## config.mk

```make
export PLATFORM = sky130hd
export DESIGN_NAME = ulbf_coeffs_bridge
export DESIGN_NICKNAME = d
export VERILOG_FILES = /design/src/rtl/ulbf_coeffs_pkg.sv /design/src/rtl/ulbf_coeffs_csr.sv /design/src/rtl/ulbf_coeffs_bridge.sv
export SDC_FILE = /design/constraint.sdc
export NUM_CORES = 1
export LEC_CHECK = 0
export BUFFER_PORTS_ARGS = -buffer_cell sky130_fd_sc_hd__buf_2
export CORE_MARGIN = 2
export CORE_UTILIZATION = 30
export DETAILED_ROUTE_END_ITERATION = 6
export HOLD_SLACK_MARGIN = 0.08
export PLACE_DENSITY = 0.59
export SLEW_MARGIN = 5
export SYNTH_ARGS = -nofsm -noshare
export SYNTH_HDL_FRONTEND = slang
export SYNTH_SLANG_ARGS = --single-unit
export TNS_END_PERCENT = 5
```

## constraint.sdc

```tcl
create_clock -name BRAM_PORTA_clk -period 1.7 [get_ports BRAM_PORTA_clk]
set_input_delay 0.085 -clock BRAM_PORTA_clk [delete_from_list [all_inputs] [get_ports BRAM_PORTA_clk]]
set_output_delay 0.085 -clock BRAM_PORTA_clk [all_outputs]
set_load 0.05 [all_outputs]
```

## src/rtl/ulbf_coeffs_pkg.sv

```systemverilog
// Shared constants and types for the ULBF coefficient BRAM bridge.
// CSR map, register bit positions and the bank-swap state encoding.
package ulbf_coeffs_pkg;

    localparam logic [2:0] CSR_CONTROL  = 3'd0;
    localparam logic [2:0] CSR_STATUS   = 3'd1;
    localparam logic [2:0] CSR_WR_COUNT = 3'd2;
    localparam logic [2:0] CSR_INFO     = 3'd3;

    localparam int CTRL_SWAP_REQ = 0;
    localparam int CTRL_ERR_CLR  = 1;

    localparam int STAT_BANK_LSB = 0;
    localparam int STAT_PENDING  = 2;
    localparam int STAT_ERR      = 3;

    localparam logic [7:0] VERSION = 8'h02;

    typedef enum logic {
        IDLE    = 1'b0,
        PENDING = 1'b1
    } swap_state_t;

    // Bank the host may touch while the consumer reads 'bank'.
    function automatic logic [1:0] next_bank(input logic [1:0] bank, input int num_banks);
        return (int'(bank) >= num_banks - 1) ? 2'd0 : bank + 2'd1;
    endfunction

endpackage

```

## src/rtl/ulbf_coeffs_csr.sv

```systemverilog
// CSR block of the coefficient bridge: swap FSM, active bank, write counter, sticky ERR.
//   state   | meaning
//   IDLE    | no swap requested; frame_start is ignored
//   PENDING | swap requested; next frame_start promotes the shadow bank
module ulbf_coeffs_csr
    import ulbf_coeffs_pkg::*;
#(
    parameter int MEM_DW    = 64,
    parameter int NUM_BANKS = 2,
    parameter int RD_LAT    = 1
) (
    input  logic        clk,
    input  logic        rst,
    input  logic        csr_wr,
    input  logic [2:0]  csr_offset,
    input  logic [1:0]  ctl,
    input  logic        mem_wr,
    input  logic        frame_start,
    output logic [31:0] rdata,
    output logic [1:0]  active_bank,
    output logic [1:0]  shadow_bank,
    output logic        swap_done
);

    swap_state_t state_q;
    swap_state_t state_d;
    logic        swap_fire;
    logic        ctrl_wr;
    logic        pending;
    logic        err_q;
    logic [15:0] wr_count;

    assign ctrl_wr     = csr_wr && (csr_offset == CSR_CONTROL);
    assign pending     = (state_q == PENDING);
    assign shadow_bank = next_bank(active_bank, NUM_BANKS);

    always_comb begin
        state_d   = state_q;
        swap_fire = 1'b0;
        case (state_q)
            IDLE: begin
                // a request landing on a frame boundary waits for the next one
                if (ctrl_wr && ctl[CTRL_SWAP_REQ]) state_d = PENDING;
            end
            PENDING: begin
                if (frame_start) begin
                    state_d   = IDLE;
                    swap_fire = 1'b1;
                end
            end
            default: state_d = IDLE;
        endcase
    end

    always_ff @(posedge clk) begin
        if (rst) begin
            state_q     <= IDLE;
            active_bank <= 2'd0;
            wr_count    <= 16'd0;
            err_q       <= 1'b0;
            swap_done   <= 1'b0;
        end else begin
            state_q   <= state_d;
            swap_done <= swap_fire;
            if (swap_fire) begin
                active_bank <= shadow_bank;
                wr_count    <= 16'd0;
            end else if (mem_wr && (wr_count != 16'hFFFF)) begin
                wr_count <= wr_count + 16'd1;
            end
            if (mem_wr && pending) begin
                err_q <= 1'b1;
            end else if (ctrl_wr && ctl[CTRL_ERR_CLR]) begin
                err_q <= 1'b0;
            end
        end
    end

    always_comb begin
        rdata = '0;
        case (csr_offset)
            CSR_CONTROL: rdata[CTRL_SWAP_REQ] = pending;
            CSR_STATUS: begin
                rdata[STAT_BANK_LSB +: 2] = active_bank;
                rdata[STAT_PENDING]       = pending;
                rdata[STAT_ERR]           = err_q;
            end
            CSR_WR_COUNT: rdata[15:0] = wr_count;
            CSR_INFO:     rdata = {16'(MEM_DW), 4'(RD_LAT), 4'(NUM_BANKS), VERSION};
            default:      rdata = '0;
        endcase
    end

endmodule

```

## src/rtl/ulbf_coeffs_bridge.sv

```systemverilog
// Bridges the 32-bit AXI BRAM-controller port onto NUM_BANKS coefficient memories,
// steering lanes/byte enables and aligning read data to the BRAM latency.
module ulbf_coeffs_bridge
    import ulbf_coeffs_pkg::*;
#(
    parameter int MEM_DW    = 64,
    parameter int MEM_AW    = 16,
    parameter int NUM_BANKS = 2,
    parameter int RD_LAT    = 1
) (
    input  logic                          BRAM_PORTA_clk,
    input  logic                          BRAM_PORTA_rst,
    input  logic [19:0]                   BRAM_PORTA_addr,
    input  logic [31:0]                   BRAM_PORTA_din,
    output logic [31:0]                   BRAM_PORTA_dout,
    input  logic                          BRAM_PORTA_en,
    input  logic                          BRAM_PORTA_we,
    output logic [NUM_BANKS-1:0]          mem_ena,
    output logic [MEM_DW/8-1:0]           mem_wea,
    output logic [MEM_AW-1:0]             mem_addra,
    output logic [MEM_DW-1:0]             mem_dina,
    input  logic [NUM_BANKS*MEM_DW-1:0]   mem_douta,
    input  logic                          frame_start,
    output logic [1:0]                    active_bank,
    output logic                          swap_done
);

    localparam int LANES  = MEM_DW / 32;
    localparam int LANE_W = $clog2(LANES);
    localparam int LSB    = 2 + LANE_W;
    localparam int WEW    = MEM_DW / 8;

    typedef struct packed {
        logic              vld;
        logic              csr;
        logic [1:0]        bank;
        logic [LANE_W-1:0] lane;
        logic [31:0]       cdata;
    } rd_stage_t;

    logic              is_csr;
    logic              mem_access;
    logic              mem_wr;
    logic              csr_wr;
    logic              rd_issue;
    logic [LANE_W-1:0] lane;
    logic [18:0]       word_idx;
    logic [1:0]        shadow_bank;
    logic [31:0]       csr_rdata;
    logic [31:0]       mem_word;
    logic [31:0]       dout_q;
    rd_stage_t         pipe [RD_LAT];
    rd_stage_t         last;
    logic              unused_addr;

    assign unused_addr = ^BRAM_PORTA_addr[1:0];

    assign is_csr     = BRAM_PORTA_addr[19];
    assign mem_access = BRAM_PORTA_en && !is_csr && !BRAM_PORTA_rst;
    assign mem_wr     = mem_access && BRAM_PORTA_we;
    assign csr_wr     = BRAM_PORTA_en && BRAM_PORTA_we && is_csr;
    assign rd_issue   = BRAM_PORTA_en && !BRAM_PORTA_we;

    assign lane      = BRAM_PORTA_addr[LSB-1:2];
    assign word_idx  = BRAM_PORTA_addr[18:0] >> LSB;
    assign mem_addra = MEM_AW'(word_idx);
    assign mem_ena   = mem_access ? (NUM_BANKS'(1) << shadow_bank) : '0;
    assign mem_wea   = mem_wr ? (WEW'(4'hF) << {lane, 2'b00}) : '0;
    assign mem_dina  = {LANES{BRAM_PORTA_din}};

    ulbf_coeffs_csr #(
        .MEM_DW    (MEM_DW),
        .NUM_BANKS (NUM_BANKS),
        .RD_LAT    (RD_LAT)
    ) u_csr (
        .clk         (BRAM_PORTA_clk),
        .rst         (BRAM_PORTA_rst),
        .csr_wr      (csr_wr),
        .csr_offset  (BRAM_PORTA_addr[4:2]),
        .ctl         (BRAM_PORTA_din[1:0]),
        .mem_wr      (mem_wr),
        .frame_start (frame_start),
        .rdata       (csr_rdata),
        .active_bank (active_bank),
        .shadow_bank (shadow_bank),
        .swap_done   (swap_done)
    );

    // Bank index is frozen at issue so a swap during the read cannot redirect it.
    always_ff @(posedge BRAM_PORTA_clk) begin
        if (BRAM_PORTA_rst) begin
            for (int i = 0; i < RD_LAT; i++) pipe[i] <= '0;
        end else begin
            pipe[0] <= '{vld: rd_issue, csr: is_csr, bank: shadow_bank,
                         lane: lane, cdata: csr_rdata};
            for (int i = 1; i < RD_LAT; i++) pipe[i] <= pipe[i-1];
        end
    end

    assign last = pipe[RD_LAT-1];

    always_comb begin
        mem_word = '0;
        for (int b = 0; b < NUM_BANKS; b++) begin
            for (int l = 0; l < LANES; l++) begin
                if ((last.bank == 2'(b)) && (last.lane == LANE_W'(l)))
                    mem_word = mem_douta[b*MEM_DW + l*32 +: 32];
            end
        end
    end

    // The BRAM output register is the final latency stage, so the lane mux is
    // transparent on the completing cycle and dout_q holds the value afterwards.
    always_comb begin
        BRAM_PORTA_dout = dout_q;
        if (last.vld) BRAM_PORTA_dout = last.csr ? last.cdata : mem_word;
    end

    always_ff @(posedge BRAM_PORTA_clk) begin
        if (BRAM_PORTA_rst) dout_q <= '0;
        else                dout_q <= BRAM_PORTA_dout;
    end

endmodule

```

==> flow_metrics.py <==
metrics = {
    "final_layout": {
        "final_layout_size_suffix_gt1_share_pct": 51.3,
        "final_net_count": 860,
        "layout.filler_cells": 1518,
        "diodes": 0,
        "fin_util_pct": 41.8,
        "final-seq-area_um2": 1510,
        "post-route-cell-area_um2": 6360,
        "multi_input_comb_area_um2": 2660,
        "flow.area_growth_from_synthesis_pct": 35.8,
    },
    "logic_synthesis": {
        "syn-instance-count": 535,
        "synthArstFlopShare_pct": 0,
        "synth_largest_area_cell": "dfxtp_1",
        "syn-cell-area_um2": 4680,
        "fraction_of_post_synthesis_cell_area_in_the_top_cell_type_by_area_pct": 32.1,
        "post-synth-top-count-cell": "buf_4",
        "synth_nets": 723,
        "yosysWarningCount": 0,
        "yosys.cell_types.count": 47,
        "leading_post_synthesis_cells_by_cell_area": "dfxtp_1 32%, buf_4 14%, mux4_2 10%",
        "avgSynthCellArea_um2": 8.75,
        "synth_common_cells": "90 x buf_4, 75 x dfxtp_1, 48 x nand2_1, 45 x nor2_1",
        "ys_seq_area_share_pct": 32.1,
        "synth_flop_cell": "dfxtp_1",
        "yosys_register_bits": 75,
        "count_of_flip_flops_with_a_built_in_enable_after_synthesis": 0,
    },
    "sta": {
        "rsz0062_at_grt": "yes",
        "achievable-frequency_ghz": 0.497,
        "post-route-period-util_pct": 118,
        "timing_hold_violations_final": 0,
        "timing.clock.skew_ps": 6.15,
        "slew_headroom_pct": 67.4,
        "final_period_minus_worst_setup_slack_ps": 2010,
        "timing.final.max_slew_violations": 0,
        "timing_worst_slew_pin_value_ps": 489,
        "layout_setup_ws_ps": -312,
        "whs_ps": 87.9,
        "report.final.setup_viol": 32,
    },
    "global_route": {
        "globalRouteOverflowTotal": 0,
        "grt_max_degree": 46,
        "grt_antenna_before_repair": 0,
        "grt_first_pass_wirelength_um": 22000,
        "grt_pass1_vias": 4366,
        "grtUsageMet1_pct": 21.4,
        "grt_most_used_layer": "met2",
        "grt.total_usage_pct": 16.8,
        "grt_util_met2_pct": 27.4,
        "globalRouteMet3Util_pct": 3.78,
    },
    "floorplan": {
        "die-height_um": 129,
        "core_area_um2": 15200,
        "io_pins": 310,
        "dieArea_um2": 16600,
        "floorplan.rows": 45,
        "initial_cell_density_of_the_core_pct": 30.8,
        "die_x_um": 129,
    },
    "outcome": {
        "violations_in_the_final_reports": "negative setup slack",
        "outcome": "complete, but fails checks",
    },
    "placed_design": {
        "placedInstanceArea_um2": 5620,
        "dp_slack_ps": -153,
        "dpl.hpwl_um": 11000,
        "finalWeightedCongestion": 0.834,
        "numPortBuffers": 189,
    },
    "clock_tree": {
        "cts.clk_slew.worst_paths_ps": 60,
        "clock_latency_ps": 330,
        "cts.path.max_buffers": 2,
        "root_buffer": "clkbuf_16",
        "level_count_of_the_clock_h_tree": 3,
        "cts_tree": "yes",
        "cts_inserted_buffers": 9,
        "clkSinkCount": 75,
    },
    "power": {
        "power_per_cell_area_nw_per_um2": 753,
        "p_total_mw": 4.79,
        "ir_drop_uv": 483,
        "leakage_nw": 2.76,
    },
    "route": {
        "post_detailed_route_via_to_cell_ratio": 5.09,
        "detailedRoute.firstPassIterationCount": 4,
        "detail-route-antenna-nets": 0,
        "wl_um": 14300,
        "detail_route.wl_per_cell_um": 16.5,
        "drt-initial-drc-count": 222,
        "total_via_count_in_the_routed_design": 4402,
        "drcViolationCount": 0,
    },
    "critical_path": {
        "crit-reg2reg-launch": "pipe[0][23]",
        "worst-endpoint-arrival_ps": 1930,
        "cp-end-kind": "output port",
        "r2r_slack_ps": 60,
        "worst_setup_path_startpoint": "pipe[0][23]",
        "cp.required_ps": 1620,
        "critical_path.startpoint_type": "flop",
        "cp_max_fo": 9,
        "setup.worst_path.class": "reg -> out",
    },
    "min_path": {
        "timing.hold.worst.start": "BRAM_PORTA_en",
        "hold_class": "in -> reg",
    },
    "job": {
        "cap_viol_max_count": 0,
    },
}
[cell usage in the layout, fill, tap and decap left out, types with 5 or more instances in the layout]
master	netlist	routed
buf_2	3	155
dfxtp_1	75	71
buf_4	90	45
nor2_1	45	44
nand2_1	48	36
buf_6	0	34
and2_1	22	22
mux4_2	21	21
mux2_2	20	20
and3_1	14	14
inv_1	12	12
nand2_2	0	12
a21oi_1	11	11
a21o_1	10	10
a31oi_4	0	10
nand3_1	10	9
o21ai_1	4	9
nor3b_1	10	9
clkbuf_16	0	9
nor2b_1	7	7
o22ai_1	10	7
o21ai_0	16	7
a31oi_2	0	6
nor3_1	7	6
a31oi_1	21	5
nand4_1	5	5
o31ai_1	5	5
or4_1	6	5
buf_12	0	5
[state kept, by name (all words and copies together), names as in the netlist]
register	flops
u_csr.swap_done	1
u_csr.wr_count	16
u_csr.pending	1
dout_q	32
u_csr.err_q	1
u_csr.active_bank	2
pipe	22
[metrics by stage]
step | TNS [ps] | std cells
floorplan | -5450 | 535
global placement | -3500 | 843
detailed placement | -5230 | 843
CTS | -8280 | 865
global route | -10090 | 865
finish | -7640 | 865
[kinds of logic (layout without fill, tap and decap cells)]
kind of cell,Yosys count,count (layout),share of synthesized area [%]
muxes,43,43,15.3
adders and majority gates,3,3,0.802
AOI/OAI and AO/OA,96,96,13.3
and+or+nand+nor,189,190,20.9
DFF,75,75,32.1
buffers and inverters,129,270,17.6
[metal layers]
metal	up-vias	share of wire [%]
met3	39	6.4
met1	2088	44
met5	-	0
met2	170	47
met4	0	2.2
li1	2105	-
[path summary, 6_finish.rpt]
| path | to | depth (start not counted) |
|---|---|---|
| setup / recovery | BRAM_PORTA_dout[23] | 6 |
| hold reg to reg | dout_q[31] | 1 |
| hold / removal | pipe[0][27] | 3 |
| setup reg to reg | dout_q[28] | 6 |
[power breakdown]
part,switching (mW),total (mW),internal [mW],leakage (nW)
Clock,0.796,1.80,1.01,0.127
Combinational,0.634,1.16,0.528,2.03
Sequential,0.0240,1.82,1.80,0.610
Total,1.45,4.79,3.33,2.76
[cell type report]
| type | count | share of cell area [%] |
|---|---|---|
| flip-flops and latches | 75 | 23.7 |
| clock inverters | 7 | 0.925 |
| repair buffers | 242 | 25.6 |
| clock buffers | 9 | 3.54 |
| multi-input cells | 332 | 41.8 |
| inverters | 12 | 0.709 |
| well taps | 188 | 3.70 |
[repair_timing]
action / in CTS / in global routing
hold buffers: 3 / 0
resized for setup: 86 / 28
endpoints found under the hold margin: 5 / 0
buffers inserted: 2 / 0
pin swaps: 8 / 5
cloned: 1 / 0
setup endpoints to repair: 52 / 43
[critical path: stages, from the launching register on]
cell,delay (ps)
dfxtp_4,370
buf_6,150
or3b_4,410
o21ai_1,160
nor2_1,80
mux2_2,270
buf_6,150
Power figures use the tool's default switching activity.
